[src/rtl/crc32_tx_append.sv]
// Appends a CRC-32 word (poly 0x04C11DB7, init all-ones, unreflected, no final XOR) after each frame.
// Optional build macro CRC32_TX_ERRINJ_EN lets err_inj corrupt bit 0 of the appended CRC word.
module crc32_tx_append (
  input  logic        clk,
  input  logic        rst_n,
  input  logic        s_valid,
  output logic        s_ready,
  input  logic [31:0] s_data,
  input  logic        s_last,
  output logic        m_valid,
  input  logic        m_ready,
  output logic [31:0] m_data,
  output logic        m_last,
  output logic        m_is_crc,
  output logic [15:0] frames_sent,
  input  logic        err_inj
);

  localparam logic [31:0] CRC_POLY = 32'h04C11DB7;
  localparam logic [31:0] CRC_INIT = 32'hFFFFFFFF;

  typedef enum logic {PASS, APPEND} state_t;

  state_t      state;
  logic [31:0] crc;
  logic [31:0] crc_word;
  logic        slot_free;
  logic        accept;

  // One 32-bit update: fold the word into the register, then clock the LFSR 32 times.
  function automatic logic [31:0] crc32_step(input logic [31:0] c, input logic [31:0] w);
    logic [31:0] r;
    r = c ^ w;
    for (int i = 0; i < 32; i++) begin
      r = r[31] ? ((r << 1) ^ CRC_POLY) : (r << 1);
    end
    return r;
  endfunction

  assign slot_free = !m_valid || m_ready;
  assign s_ready   = rst_n && (state == PASS) && slot_free;
  assign accept    = s_valid && s_ready;

`ifdef CRC32_TX_ERRINJ_EN
  assign crc_word = crc ^ {31'b0, err_inj};
`else
  logic unused_err_inj;
  assign unused_err_inj = err_inj;
  assign crc_word       = crc;
`endif

  always_ff @(posedge clk) begin
    if (!rst_n) begin
      state       <= PASS;
      crc         <= CRC_INIT;
      m_valid     <= 1'b0;
      m_data      <= 32'h0;
      m_last      <= 1'b0;
      m_is_crc    <= 1'b0;
      frames_sent <= 16'h0;
    end else begin
      case (state)
        PASS: begin
          if (accept) begin
            m_data   <= s_data;
            m_valid  <= 1'b1;
            m_last   <= 1'b0;
            m_is_crc <= 1'b0;
            crc      <= crc32_step(crc, s_data);
            if (s_last) state <= APPEND;
          end else if (slot_free) begin
            m_valid <= 1'b0;
          end
        end
        APPEND: begin
          // The CRC word goes out the same cycle the last payload word leaves.
          if (slot_free) begin
            m_data      <= crc_word;
            m_valid     <= 1'b1;
            m_last      <= 1'b1;
            m_is_crc    <= 1'b1;
            crc         <= CRC_INIT;
            frames_sent <= frames_sent + 16'd1;
            state       <= PASS;
          end
        end
        default: state <= PASS;
      endcase
    end
  end

endmodule

[config.mk]
export PLATFORM = sky130hd
export DESIGN_NAME = crc32_tx_append
export DESIGN_NICKNAME = d
export VERILOG_FILES = /design/src/rtl/crc32_tx_append.sv
export SDC_FILE = /design/constraint.sdc
export NUM_CORES = 1
export LEC_CHECK = 0
export ABC_AREA = 1
export BUFFER_PORTS_ARGS = -buffer_cell sky130_fd_sc_hd__buf_2
export CAP_MARGIN = 20
export CORE_MARGIN = 2
export CORE_UTILIZATION = 33
export CTS_BUF_LIST = sky130_fd_sc_hd__clkbuf_8
export CTS_CLUSTER_DIAMETER = 150
export DETAILED_ROUTE_END_ITERATION = 16
export GPL_TIMING_DRIVEN = 0
export PLACE_DENSITY_LB_ADDON = 0.05
export SLEW_MARGIN = 10
export SYNTH_ARGS = -nofsm -noshare
export SYNTH_HDL_FRONTEND = slang
export SYNTH_SLANG_ARGS = --single-unit
[constraint.sdc]
create_clock -name clk -period 3.43 [get_ports clk]
set_input_delay 0.686 -clock clk [delete_from_list [all_inputs] [get_ports clk]]
set_output_delay 0.686 -clock clk [all_outputs]
set_load 0.02 [all_outputs]
==> metrics.txt <==
Syn Area/Cell 5.671 um2; register area 1664 um2; drt total wl 33690 um; Root Driver clkbuf_8; cell taking the most area after synthesis nand2_1; post-DP HPWL 26890 um; most common cell in the netlist nand2_1; Die Area 26940 um2; Hold Buf Count CTS 0; Yosys reg bits 83; worst-path maximum fanout 8; Synth cell types 43; vias per cell 4.915; DRT antenna net count 0; Initial Utilization 0.3360; FMAX 308.0 MHz; synth cell count leaders nand2_1, nand3_1, inv_1; Die X 164.1 um; CTS tree yes; num rows 58; routed vias 9516; P&R area growth vs syn 16.90%; fraction of layout cells with a size suffix above 1 0.1707; synth top area cells nand2_1, dfxtp_1, nand3_1; multi-input logic area 6486 um2; initial antenna violation count 1; clk_skew 12.50 ps; worst slew pin tran 780.9 ps; top_reg_cell synth dfxtp_1; Critical Path End Type flip-flop; first-pass GRT wire length 50570 um; clock latency on the worst-skew pair 370 ps; core area 25180 um2; Avg WL per Cell 17.40 um; vias in the first global route 8483; clock sink count 83; Syn Inst Count 1492; Rel. slew slack 0.4794; CTS max path bufs 2; final count of negative-setup-slack endpoints 0; setup TNS 0 ps; CP Launch Type primary input; detailed-router iteration count before antenna repair 5; largest net degree at the start of global routing 16; placed cells 1910; synth warn 0; port bufs 88; nets 1639; Post-Layout Cell Count 1936; Seq/Total Area, Yosys 0.1964; Synthesized Nets 1531; number of synthesized flops with an enable pin 0; Fillers 2822; Tmin final 3247 ps; HP Class reg -> reg; routability congestion estimate 0.9045; RSZ-0062 raised after global routing yes; critical path class in -> reg; # DRC 0; Iteration-0 DRC Markers 674; Num CTS Buffers 9; H-tree levels 3; Max Cap Viol 0; die height 164.1 um; Cell Area, Synth 8461 um2; max-slew violation count 0; final worst path period share 0.9466; ys async rst share 0; share of the synthesized area in the top cell type 0.3181; gr ovfl total 0; gr usage total 0.2508; final hold vios 0; Critical Path RT 3690 ps; status finished, final reports clean; Critical Path AT 3510 ps; IO Pins 90; Clk pin slew, worst setup/hold paths 100 ps
## sequential cells by signal, indices dropped and copies added (netlist names)
| register | flops |
|---|---|
| crc | 32 |
| frames_sent | 16 |
| m_data | 32 |
| m_is_crc | 1 |
| m_valid | 1 |
| state | 1 |
## stage by stage
step / hold WS [ps] / utilization / worst slack [ps] / instance area (um2)
2_1_floorplan: 463.6 / - / 586.2 / 8461
3_3_place_gp: 445.1 / 0.3699 / -635.2 / 9314
3_5_place_dp: 441.8 / 0.3699 / -646.1 / 9314
4_1_cts: 467.1 / 0.3805 / 4.647 / 9580
5_1_grt: 484.8 / 0.3927 / -33.79 / 9888
6_report: 466.5 / 0.3928 / 183.0 / 9891
## critical path: stages
cell and delay (ps):
buf_2 130, inv_1 70, nand2_1 90, nand2_4 160, nand2_1 160, nand2_2 160, nand2_1 80, nand3_1 90
nand2_2 150, nand3_1 170, nand3_4 100, nand2_4 160, xor2_4 260, xor2_2 200, inv_2 60, or2_1 240
nand3_1 70, nand3_1 140, nand2_1 220, nand2_1 90
## layout make-up
| type | instances | share of cell area |
|---|---|---|
| flip-flops and latches | 83 | 0.1682 |
| diodes | 1 | 0.0002530 |
| well taps | 330 | 0.04175 |
| clock inverters | 6 | 0.006958 |
| clock buffers | 10 | 0.01392 |
| inverters | 123 | 0.04794 |
| multi-input cells | 1254 | 0.6558 |
| plain buffers | 32 | 0.01379 |
| repair buffers | 97 | 0.05136 |
## layer usage
metal  vias to the layer above  routed length (um)  track usage
li1                       4934                   -            -
met1                      4313               16340       0.3575
met2                       239               14730       0.3899
met3                        30                1674      0.03308
met4                         0                 952      0.07895
met5                         -                   0            0
## timing repair
| action | CTS | global route |
|---|---|---|
| endpoints found under the setup margin | 12 | 36 |
| hold endpoints to repair | 0 | 0 |
| cloned | 0 | 0 |
| resized for setup | 10 | 63 |
| pin swaps | 1 | 3 |
| setup buffers | 3 | 6 |
## cell families (layout without fill, tap and decap cells)
| kind of cell | after synthesis | in the layout | synth area share |
|---|---|---|---|
| adders and majority gates | 1 | 1 | 0.001479 |
| and+or+nand+nor | 1030 | 1030 | 0.5333 |
| DFF | 83 | 83 | 0.1964 |
| buffers and inverters | 155 | 268 | 0.07143 |
| xor gates and xnor gates | 106 | 106 | 0.1216 |
| AOI/OAI and AO/OA | 117 | 117 | 0.07586 |
| other | 0 | 1 | 0 |
## cell usage in the layout (no fill, tap or decap), types with 5 or more instances in the layout
cell        n
or2_1       6
nand2_1   694
buf_4      10
inv_1     107
nand3_2    10
nor3_1      6
nor2_1     22
nand3b_1    7
clkbuf_8   10
or2_2       5
o21ai_0    57
clkbuf_1   21
xor2_1     67
buf_1       5
inv_2      12
nand2_4    41
a21oi_1    17
xnor2_1    24
dfxtp_1    81
buf_2      91
nand2_2    59
a31oi_1    33
xor2_2      8
nand3_1   167
## path summary, 6_finish.rpt
| kind | startpoint | end | slack (ps) | cells past startpoint |
|---|---|---|---|---|
| setup / recovery | s_data[29] | crc[21] | 180 | 20 |
| setup reg to reg | crc[30] | crc[18] | 240 | 22 |
| hold / removal | frames_sent[15] | frames_sent[15] | 470 | 1 |
| hold reg to reg | frames_sent[15] | frames_sent[15] | 470 | 1 |
Power is left out: the tool's default activity adds up to more than one toggle a clock period on the data nets, which glitch-free logic cannot reach.
